## src/rtl/hqm_rcfwl_gclk_rlink_pkg.sv

```systemverilog
// Shared constants, lane-config type and delay-width helper for the
// multi-lane rlink sync distribution slice.
package hqm_rcfwl_gclk_rlink_pkg;

  localparam int DEF_N_CH     = 4;
  localparam int DEF_MAX_DLY  = 7;
  localparam int DEF_PER_W    = 10;
  localparam int DEF_LOCK_CNT = 4;

  localparam int LANE_DLY_W = 8;
  localparam int MATCH_W    = 4;

  function automatic int dly_w(input int max_dly);
    return (max_dly < 1) ? 1 : $clog2(max_dly + 1);
  endfunction

  typedef struct packed {
    logic                  en;
    logic [LANE_DLY_W-1:0] dly;
  } lane_cfg_t;

endpackage

```

## src/rtl/hqm_rcfwl_gclk_rlink_sync_dist_if.sv

```systemverilog
// Sync source / lane config / status bundle between the PLL sync source
// (master) and the distribution block (slave).
interface hqm_rcfwl_gclk_rlink_sync_dist_if
  import hqm_rcfwl_gclk_rlink_pkg::*;
#(
  parameter int N_CH  = DEF_N_CH,
  parameter int DLY_W = dly_w(DEF_MAX_DLY),
  parameter int PER_W = DEF_PER_W
);
  logic                  pll_sync_in;
  logic [N_CH-1:0]       cfg_en;
  logic [N_CH*DLY_W-1:0] cfg_dly;
  logic [PER_W-1:0]      cfg_period;
  logic                  err_clr;
  logic [N_CH-1:0]       pll_sync_out;
  logic                  sync_pulse;
  logic [PER_W-1:0]      period_meas;
  logic                  locked;
  logic                  err_sticky;

  modport master (
    output pll_sync_in, cfg_en, cfg_dly, cfg_period, err_clr,
    input  pll_sync_out, sync_pulse, period_meas, locked, err_sticky
  );

  modport slave (
    input  pll_sync_in, cfg_en, cfg_dly, cfg_period, err_clr,
    output pll_sync_out, sync_pulse, period_meas, locked, err_sticky
  );
endinterface

```

## src/rtl/hqm_rcfwl_gclk_sync_permon.sv

```systemverilog
// Sync period monitor: cycle counter, arming, consecutive-match lock,
// lost-sync timeout and sticky error latch.
module hqm_rcfwl_gclk_sync_permon
  import hqm_rcfwl_gclk_rlink_pkg::*;
#(
  parameter int PER_W    = DEF_PER_W,
  parameter int LOCK_CNT = DEF_LOCK_CNT
) (
  input  logic             clk,
  input  logic             rst,
  input  logic             rise,
  input  logic [PER_W-1:0] cfg_period,
  input  logic             err_clr,
  output logic [PER_W-1:0] period_meas,
  output logic             locked,
  output logic             err_sticky
);
  localparam logic [MATCH_W-1:0] LOCK_V = MATCH_W'(LOCK_CNT);

  logic [PER_W-1:0]   cyc_cnt;
  logic [MATCH_W-1:0] match_cnt;
  logic [MATCH_W-1:0] match_inc;
  logic               armed;
  logic               err_set_q;
  logic               mon_off;
  logic               cmp;
  logic               timeout;
  logic               miss;

  always_comb begin
    mon_off   = (cfg_period == '0);
    cmp       = rise & armed;
    timeout   = locked & ~rise &
                ({1'b0, cyc_cnt} == ({1'b0, cfg_period} + {{PER_W{1'b0}}, 1'b1}));
    miss      = ~mon_off & ((cmp & (cyc_cnt != cfg_period)) | timeout);
    match_inc = (match_cnt == LOCK_V) ? match_cnt : match_cnt + MATCH_W'(1);
  end

  // Error flag is staged one cycle so it lands after the lock drop.
  always_ff @(posedge clk) begin
    if (rst) begin
      cyc_cnt     <= '0;
      match_cnt   <= '0;
      armed       <= 1'b0;
      err_set_q   <= 1'b0;
      period_meas <= '0;
      locked      <= 1'b0;
      err_sticky  <= 1'b0;
    end else begin
      if (rise)          cyc_cnt <= PER_W'(1);
      else if (~&cyc_cnt) cyc_cnt <= cyc_cnt + PER_W'(1);

      if (rise) armed <= 1'b1;
      if (cmp)  period_meas <= cyc_cnt;

      if (mon_off | miss) begin
        match_cnt <= '0;
        locked    <= 1'b0;
      end else if (cmp) begin
        match_cnt <= match_inc;
        locked    <= (match_inc == LOCK_V);
      end

      err_set_q <= miss & locked;
      if (err_set_q)    err_sticky <= 1'b1;
      else if (err_clr) err_sticky <= 1'b0;
    end
  end

endmodule

```

## src/rtl/hqm_rcfwl_gclk_rlink_sync_dist.sv

```systemverilog
// Registers the PLL sync level, fans it out through a shared delay line to
// per-lane deskew muxes, and feeds rising edges to the period monitor.
module hqm_rcfwl_gclk_rlink_sync_dist
  import hqm_rcfwl_gclk_rlink_pkg::*;
#(
  parameter int N_CH     = DEF_N_CH,
  parameter int MAX_DLY  = DEF_MAX_DLY,
  parameter int PER_W    = DEF_PER_W,
  parameter int LOCK_CNT = DEF_LOCK_CNT
) (
  input logic                             clk,
  input logic                             rst,
  hqm_rcfwl_gclk_rlink_sync_dist_if.slave sif
);
  localparam int DLY_W = dly_w(MAX_DLY);

  logic             in_q;
  logic [MAX_DLY:1] tap_q;
  logic [MAX_DLY:0] tap;
  logic             rise;
  lane_cfg_t        lane_cfg [N_CH];
  logic [N_CH-1:0]  lane_nxt;
  logic [DLY_W-1:0] sel;

  assign tap  = {tap_q, in_q};
  assign rise = in_q & ~tap[1];

  // Out-of-range lane delays clamp to the deepest tap.
  always_comb begin
    lane_cfg = '{default: '0};
    lane_nxt = '0;
    sel      = '0;
    for (int unsigned i = 0; i < N_CH; i++) begin
      lane_cfg[i].en  = sif.cfg_en[i];
      lane_cfg[i].dly = LANE_DLY_W'(sif.cfg_dly[i*DLY_W +: DLY_W]);
      sel = (lane_cfg[i].dly > LANE_DLY_W'(MAX_DLY)) ? DLY_W'(MAX_DLY)
                                                      : DLY_W'(lane_cfg[i].dly);
      lane_nxt[i] = lane_cfg[i].en & tap[sel];
    end
  end

  always_ff @(posedge clk) begin
    if (rst) begin
      in_q             <= 1'b0;
      tap_q            <= '0;
      sif.pll_sync_out <= '0;
      sif.sync_pulse   <= 1'b0;
    end else begin
      in_q             <= sif.pll_sync_in;
      tap_q            <= tap[MAX_DLY-1:0];
      sif.pll_sync_out <= lane_nxt;
      sif.sync_pulse   <= rise;
    end
  end

  hqm_rcfwl_gclk_sync_permon #(
    .PER_W    (PER_W),
    .LOCK_CNT (LOCK_CNT)
  ) u_permon (
    .clk         (clk),
    .rst         (rst),
    .rise        (rise),
    .cfg_period  (sif.cfg_period),
    .err_clr     (sif.err_clr),
    .period_meas (sif.period_meas),
    .locked      (sif.locked),
    .err_sticky  (sif.err_sticky)
  );

endmodule

```

## src/flat_wrapper.sv

```systemverilog
// flat-port wrapper written by rule: the top's interface ports become plain ports
module hqm_rcfwl_gclk_rlink_sync_dist_flat import hqm_rcfwl_gclk_rlink_pkg::*;
#(
  parameter int N_CH     = DEF_N_CH,
  parameter int MAX_DLY  = DEF_MAX_DLY,
  parameter int PER_W    = DEF_PER_W,
  parameter int LOCK_CNT = DEF_LOCK_CNT
)
  (clk, rst, sif_pll_sync_in, sif_cfg_en, sif_cfg_dly, sif_cfg_period, sif_err_clr, sif_pll_sync_out, sif_sync_pulse, sif_period_meas, sif_locked, sif_err_sticky);
  hqm_rcfwl_gclk_rlink_sync_dist_if #(.N_CH(N_CH), .DLY_W((3)), .PER_W(PER_W)) sif_i ();
  input logic clk;
  input logic rst;
  input wire logic [$bits(sif_i.pll_sync_in)-1:0] sif_pll_sync_in;
  input wire logic [$bits(sif_i.cfg_en)-1:0] sif_cfg_en;
  input wire logic [$bits(sif_i.cfg_dly)-1:0] sif_cfg_dly;
  input wire logic [$bits(sif_i.cfg_period)-1:0] sif_cfg_period;
  input wire logic [$bits(sif_i.err_clr)-1:0] sif_err_clr;
  output wire logic [$bits(sif_i.pll_sync_out)-1:0] sif_pll_sync_out;
  output wire logic [$bits(sif_i.sync_pulse)-1:0] sif_sync_pulse;
  output wire logic [$bits(sif_i.period_meas)-1:0] sif_period_meas;
  output wire logic [$bits(sif_i.locked)-1:0] sif_locked;
  output wire logic [$bits(sif_i.err_sticky)-1:0] sif_err_sticky;
  assign sif_i.pll_sync_in = sif_pll_sync_in;
  assign sif_i.cfg_en = sif_cfg_en;
  assign sif_i.cfg_dly = sif_cfg_dly;
  assign sif_i.cfg_period = sif_cfg_period;
  assign sif_i.err_clr = sif_err_clr;
  assign sif_pll_sync_out = sif_i.pll_sync_out;
  assign sif_sync_pulse = sif_i.sync_pulse;
  assign sif_period_meas = sif_i.period_meas;
  assign sif_locked = sif_i.locked;
  assign sif_err_sticky = sif_i.err_sticky;
  hqm_rcfwl_gclk_rlink_sync_dist #(.N_CH(N_CH), .MAX_DLY(MAX_DLY), .PER_W(PER_W), .LOCK_CNT(LOCK_CNT)) u_core (.clk(clk), .rst(rst), .sif(sif_i));
endmodule
```

## config.mk

```make
export PLATFORM = sky130hd
export DESIGN_NAME = hqm_rcfwl_gclk_rlink_sync_dist_flat
export DESIGN_NICKNAME = d
export VERILOG_FILES = /design/src/rtl/hqm_rcfwl_gclk_rlink_pkg.sv /design/src/rtl/hqm_rcfwl_gclk_rlink_sync_dist_if.sv /design/src/rtl/hqm_rcfwl_gclk_sync_permon.sv /design/src/rtl/hqm_rcfwl_gclk_rlink_sync_dist.sv /design/src/flat_wrapper.sv
export SDC_FILE = /design/constraint.sdc
export NUM_CORES = 1
export LEC_CHECK = 0
export ABC_AREA = 1
export BUFFER_PORTS_ARGS = -buffer_cell sky130_fd_sc_hd__buf_2
export CAP_MARGIN = 10
export CELL_PAD_IN_SITES_DETAIL_PLACEMENT = 0
export CELL_PAD_IN_SITES_GLOBAL_PLACEMENT = 1
export CORE_UTILIZATION = 38
export CTS_CLUSTER_DIAMETER = 80
export DETAILED_ROUTE_END_ITERATION = 12
export PLACE_DENSITY_LB_ADDON = 0.05
export SLEW_MARGIN = 20
export SYNTH_ARGS = -nofsm -noshare
export SYNTH_HDL_FRONTEND = slang
export SYNTH_SLANG_ARGS = --single-unit
```

## constraint.sdc

```tcl
create_clock -name clk -period 1.57 [get_ports clk]
set_input_delay 0.314 -clock clk [delete_from_list [all_inputs] [get_ports clk]]
set_output_delay 0.314 -clock clk [all_outputs]
set_load 0.02 [all_outputs]
```

---- After elaboration in Yosys (flattened, before gate mapping) ----
Cells that the tools add are included.
word-level totals
  bits in registers ....................... 41
  output and inout bits ................... 17
  logic and storage cells ................. 58
  bits of input ports ..................... 30
cells by class
  eq/ne operators ......................... 5
  reduce and logical (&&, ||, !) cells .... 5
  bitwise logic cells ..................... 16
  $lt $le $gt $ge ......................... 4
  multiplexer cells ....................... 13
  $add $sub $neg .......................... 3
operators by type and width
  kind                     count
  $lt A3 B4 Y1 const B     4
  $bmux W1 S3              4
  $add A10 B1 Y11 const B  1
  $and A1 B1 Y1            11
  $eq A10 B11 Y1           1
  $add A10 B1 Y10 const B  1
  $logic_not A10 Y1        1
  $ne A10 B10 Y1           1
  $reduce_and A10 Y1       1
  $eq A4 B3 Y1 const B     2
  $mux W1                  8
  $add A4 B1 Y4 const B    1
  $mux W4                  1
  $reduce_or A2 Y1         2
  $not A1 Y1               3
  $ne A2 B2 Y1 const B     1
  $or A1 B1 Y1             2
  $reduce_bool A2 Y1       1

---- Logic depth before layout (Yosys ltp) ----
  depth after elaboration ................. 9
  mapped depth ............................ 12
  gate-level depth less buffers ........... 11

---- Hierarchy ----
Synthesis repeated with hierarchy kept, for this count alone.
unflattened totals
  cells, all modules ...................... 373
  area, all modules ....................... 2,352.3 um^2
by module, submodules not included
  module                          cells each  instances  area an instance (um^2)  sequential area each (um^2)
  hqm_rcfwl_gclk_sync_permon      253         1          1,667.8                  560.5
  hqm_rcfwl_gclk_rlink_sync_dist  120         1          684.4                    260.2

---- Least setup slack after synthesis ----
Ideal clock, no wire load.
  path kind ............................... register to register
  start ................................... register u_core.u_permon.cyc_cnt[0]
  end ..................................... register u_core.u_permon.cyc_cnt[0]
  period minus slack after synthesis ...... 1,412 ps
  data required time ...................... 1,447 ps
  path buffers ............................ 0
  setup slack ............................. 158 ps
  stages on the path, launching flop included .. 9
  arrival ................................. 1,290 ps
  library setup time ...................... 123 ps
  cells stage by stage .................... dfxtp_1 -> ha_1 -> nand3_1 -> nor2_1 -> nand2_2 -> nor3_2 -> nand2_1 -> nand2_1 -> a31oi_1
between the ends
  cells in the longest elaborated chain, start to end .. 3
  elaborated cells between the ends (all ways) .. 5
  those cells by class .................... add/sub: 1; eq/ne: 1; mux: 2; reduce/logical: 1
RTL lines
  what                      line                              RTL
  start: declaration        hqm_rcfwl_gclk_sync_permon.sv:20  logic [PER_W-1:0] cyc_cnt;
  start signal: assignment  hqm_rcfwl_gclk_sync_permon.sv:51  else if (~&cyc_cnt) cyc_cnt <= cyc_cnt + PER_W'(1);
  $add A10 B1 Y10           hqm_rcfwl_gclk_sync_permon.sv:51
  $mux W1                   hqm_rcfwl_gclk_sync_permon.sv:51
  $mux W1                   hqm_rcfwl_gclk_sync_permon.sv:50  if (rise) cyc_cnt <= PER_W'(1);
Several ways; a longest one is shown, not always the timed one. The select of a mux whose other input is x is not followed.
A chain may end at the register's enable or synchronous reset.

---- Worst setup path in the final report ----
  start ................................... register u_core.u_permon.cyc_cnt[1]
  end ..................................... register u_core.u_permon.cyc_cnt[0]
between the ends
  cells in the longest elaborated chain, start to end .. 2
RTL lines
  what                    line
  $reduce_and A10 Y1      hqm_rcfwl_gclk_sync_permon.sv:51
  $ne A2 B2 Y1 (no line)  -
No other way between the ends.

==> flow_metrics.py <==
metrics = {
    "die": {
        "die_h_um": 79.05,
        "die_width_um": 79.05,
        "start_util_pct": 40.23,
        "ioPinCount": 47,
        "die_area_mm2": 0.006249,
        "core_area_mm2": 0.005608,
        "num_rows": 27,
    },
    "routing": {
        "drt_iter0_drc": 99,
        "vias_per_cell": 4.794,
        "topRoutingLayerUsed": "met4",
        "routed_wl_mm": 5.719,
        "met2WireLength_mm": 2.807,
        "vias": 2258,
        "met1Wirelength_mm": 2.718,
        "wl_per_cell_um": 12.14,
        "wl_met3_um": 173,
        "drc": 0,
        "drtPass1Iterations": 4,
        "ant_nets": 0,
    },
    "layout": {
        "nets": 433,
        "antenna_cells": 0,
        "fin_area_mm2": 0.002824,
        "area_delta_synth_final_pct": 25.18,
        "stdcell_count": 471,
        "fill_cells": 602,
        "drive_above_1_share_pct": 24.81,
    },
    "synth": {
        "syn-cell-area_mm2": 0.002256,
        "syn-num-nets": 372,
        "yosysTopAreaCell": "dfxtp_1",
        "synthTopCellsByCount": "nand2_1, inv_1, nor2_1, dfxtp_1, o21ai_0",
        "async_reset_ff_share_pct": 0,
        "synth_ff_type": "dfxtp_1",
        "syn_avg_cell_area_um2": 6.694,
        "yosysUniqueCellTypes": 31,
        "synth_edf_count": 0,
        "seq_area_frac_synth_pct": 36.38,
        "ys_warn_count": 0,
        "synth_top_area_share_pct": 36.38,
        "synth_cells": 337,
        "synth_seq_cells": 41,
        "ys_top_cells_by_area": "dfxtp_1, nand2_1, o21ai_0",
        "yosysMostFrequentCell": "nand2_1",
    },
    "global_routing": {
        "antenna_found_initial": 0,
        "grtUsageTotal_pct": 19.83,
        "grt_max_degree": 20,
        "grt_pass1_vias": 2168,
        "grt-ovfl-total": 0,
        "grt_pass1_wl_mm": 9.867,
    },
    "placement": {
        "dp_slack_ns": -0.04330,
        "gp_congestion": 0.8360,
        "place_area_mm2": 0.002633,
        "io_buffers": 46,
        "place_inst": 461,
        "dpl.hpwl_mm": 4.451,
    },
    "critical_path": {
        "worstSetupPathType": "flip-flop to flip-flop",
        "r2r_end": "u_core.u_permon.cyc_cnt[0]$_SDFFE_PP0P_",
        "max_stage_delay_ns": 0.39,
        "path_max_fanout": 5,
        "path_cells": "ha_4 > nand3_4 > nor2_4 > nand2_4 > nor4_4 > nand2_1 > a31oi_1",
        "worst_ep_arrival_time_ns": 1.73,
        "rr_worst_depth": 7,
        "setup.worst_path.end_class": "flip-flop",
        "critPathSlowestCell": "nor4_4",
        "worstReg2RegStart": "u_core.u_permon.cyc_cnt[1]$_SDFFE_PP0N_",
        "required_ns": 1.77,
        "rrSetupSlack_ns": 0.04,
        "critPathLaunchType": "flip-flop",
    },
    "run_status": {
        "status": "complete, no violations",
    },
    "worst_hold_path": {
        "hp-class": "input pin to flip-flop",
        "min_path_cells": 2,
        "min-delay-start": "sif_cfg_dly[5]",
        "holdPathEnd": "u_core.sif.pll_sync_out[1]$_SDFF_PP0_",
    },
    "timing": {
        "whs_ns": 0.2165,
        "period_minus_slack_ns": 1.530,
        "worst_pin_slew_ns": 0.3393,
        "slew_headroom_pct": 77.21,
        "rsz0062_at_grt": "true",
        "report.final.hold_viol_count": 0,
        "finalClockSkew_ns": 0.008907,
        "period_share_pct": 97.43,
        "setup_violations": 0,
        "fmax_mhz": 653.8,
        "maxSlewViolCount": 0,
        "worst_slack_ns": 0.04042,
    },
    "clock_tree": {
        "cts_max_level": 2,
        "cts_buffers": 5,
        "cts_buffer_depth": 2,
        "clk_latency_ns": 0.29,
        "hold_buffers": 0,
        "cts_tree": "done",
        "cts.sinks": 41,
        "root_buffer": "clkbuf_8",
        "cts.clk_slew.worst_paths_ns": 0.08,
    },
    "pwr": {
        "power_leakage_uw": 0.001313,
        "peakVddDrop_v": 0.0004268,
        "pwr_density_cell_mw_per_mm2": 750.6,
        "p_total_uw": 2120,
    },
    "run": {
        "max-cap-violations": 0,
    },
}
cell families after synthesis:
kind of cell | Yosys count | share of synthesized area, %
AOI/OAI and AO/OA | 76 | 18.14
and+or+nand+nor | 152 | 29.28
adders and majority gates | 5 | 2.773
xor gates and xnor gates | 11 | 4.271
DFF | 41 | 36.38
buffers and inverters | 52 | 9.151
sequential cells by signal, indices dropped and copies added, names as in the netlist:
signal	flops
u_core.u_permon.err_set_q	1
u_core.u_permon.err_sticky	1
u_core.u_permon.armed	1
u_core.u_permon.locked	1
u_core.u_permon.match_cnt	4
u_core.sif.sync_pulse	1
u_core.u_permon.cyc_cnt	10
u_core.u_permon.period_meas	10
u_core.tap_q	7
u_core.in_q	1
u_core.sif.pll_sync_out	4
layout make-up:
class / instances / area, um2 / area share, %
flip-flops and latches: 41 / 834.6 / 29.55
clock buffers: 6 / 82.58 / 2.924
repair buffers: 60 / 339.1 / 12.01
multi-input cells: 244 / 1289 / 45.64
inverters: 46 / 175.2 / 6.203
well taps: 72 / 90.09 / 3.190
clock inverters: 2 / 13.76 / 0.4874
metrics by stage:
stage | TNS (ns) | util (%)
finish | 0 | 50.36
floorplan | 0 | -
global placement | -0.1156 | 46.94
detailed placement | -0.1868 | 46.94
global route | -0.1761 | 50.36
CTS | 0 | 48.66
placed cells by master, fill, tap and decap left out, types with 2 or more instances in the layout:
cell      instances
a31oi_1           3
buf_4            13
nand2_1          72
a211oi_1          4
buf_2            46
nor2_2            3
ha_1              4
nor2_1           40
inv_2             4
clkbuf_8          6
xnor2_1           5
xor2_1            6
nand4_1           2
dfxtp_2           5
o211ai_1          4
o21ai_0          34
nand2_2           5
nor3_1            7
nor2_4            2
dfxtp_1          34
inv_1            41
dfxtp_4           2
nand3_1          14
a21oi_1          26
routing by layer:
metal | global-route usage (%) | up-vias
li1 | - | 1219
met1 | 25.30 | 999
met2 | 35.09 | 38
met3 | 3.218 | 2
met4 | 3.818 | 0
met5 | 0 | -
worst max path at each step:
| stage | startpoint | to | slack [ns] | cells past startpoint |
|---|---|---|---|---|
| 2_1_floorplan | u_core.u_permon.cyc_cnt[0]$_SDFFE_PP0P_ | u_core.u_permon.cyc_cnt[0]$_SDFFE_PP0P_ | 0.16 | 8 |
| 3_3_place_gp | sif_cfg_period[1] | u_core.u_permon.locked$_SDFFE_PP0P_ | -0.03 | 10 |
| 3_5_place_dp | sif_cfg_period[1] | u_core.u_permon.match_cnt[2]$_SDFFE_PP0P_ | -0.04 | 10 |
| 4_1_cts | u_core.u_permon.cyc_cnt[0]$_SDFFE_PP0P_ | u_core.u_permon.cyc_cnt[0]$_SDFFE_PP0P_ | 0.07 | 8 |
| 5_1_grt | u_core.u_permon.cyc_cnt[1]$_SDFFE_PP0N_ | u_core.u_permon.cyc_cnt[0]$_SDFFE_PP0P_ | -0.11 | 7 |
| 6_report | u_core.u_permon.cyc_cnt[1]$_SDFFE_PP0N_ | u_core.u_permon.cyc_cnt[0]$_SDFFE_PP0P_ | 0.04 | 7 |
repair_timing:
action / in CTS / in global routing
gates resized for setup: 0 / 31
hold endpoints to repair: 0 / 0
endpoints found under the setup margin: 0 / 17
buffers inserted: 0 / 3
power breakdown:
group	internal, uW	leakage [uW]	switching (uW)
clock network	357	0.0000512	365
registers	1060	0.000336	19.2
logic	127	0.000925	187
worst max-delay path: cells and delay by family (launching register included):
family	cells	cell delay, ns
simple gates	5	0.78
flops	1	0.36
fa+ha+maj	1	0.16
compound gates	1	0.16
(Power assumes the default switching activity.)
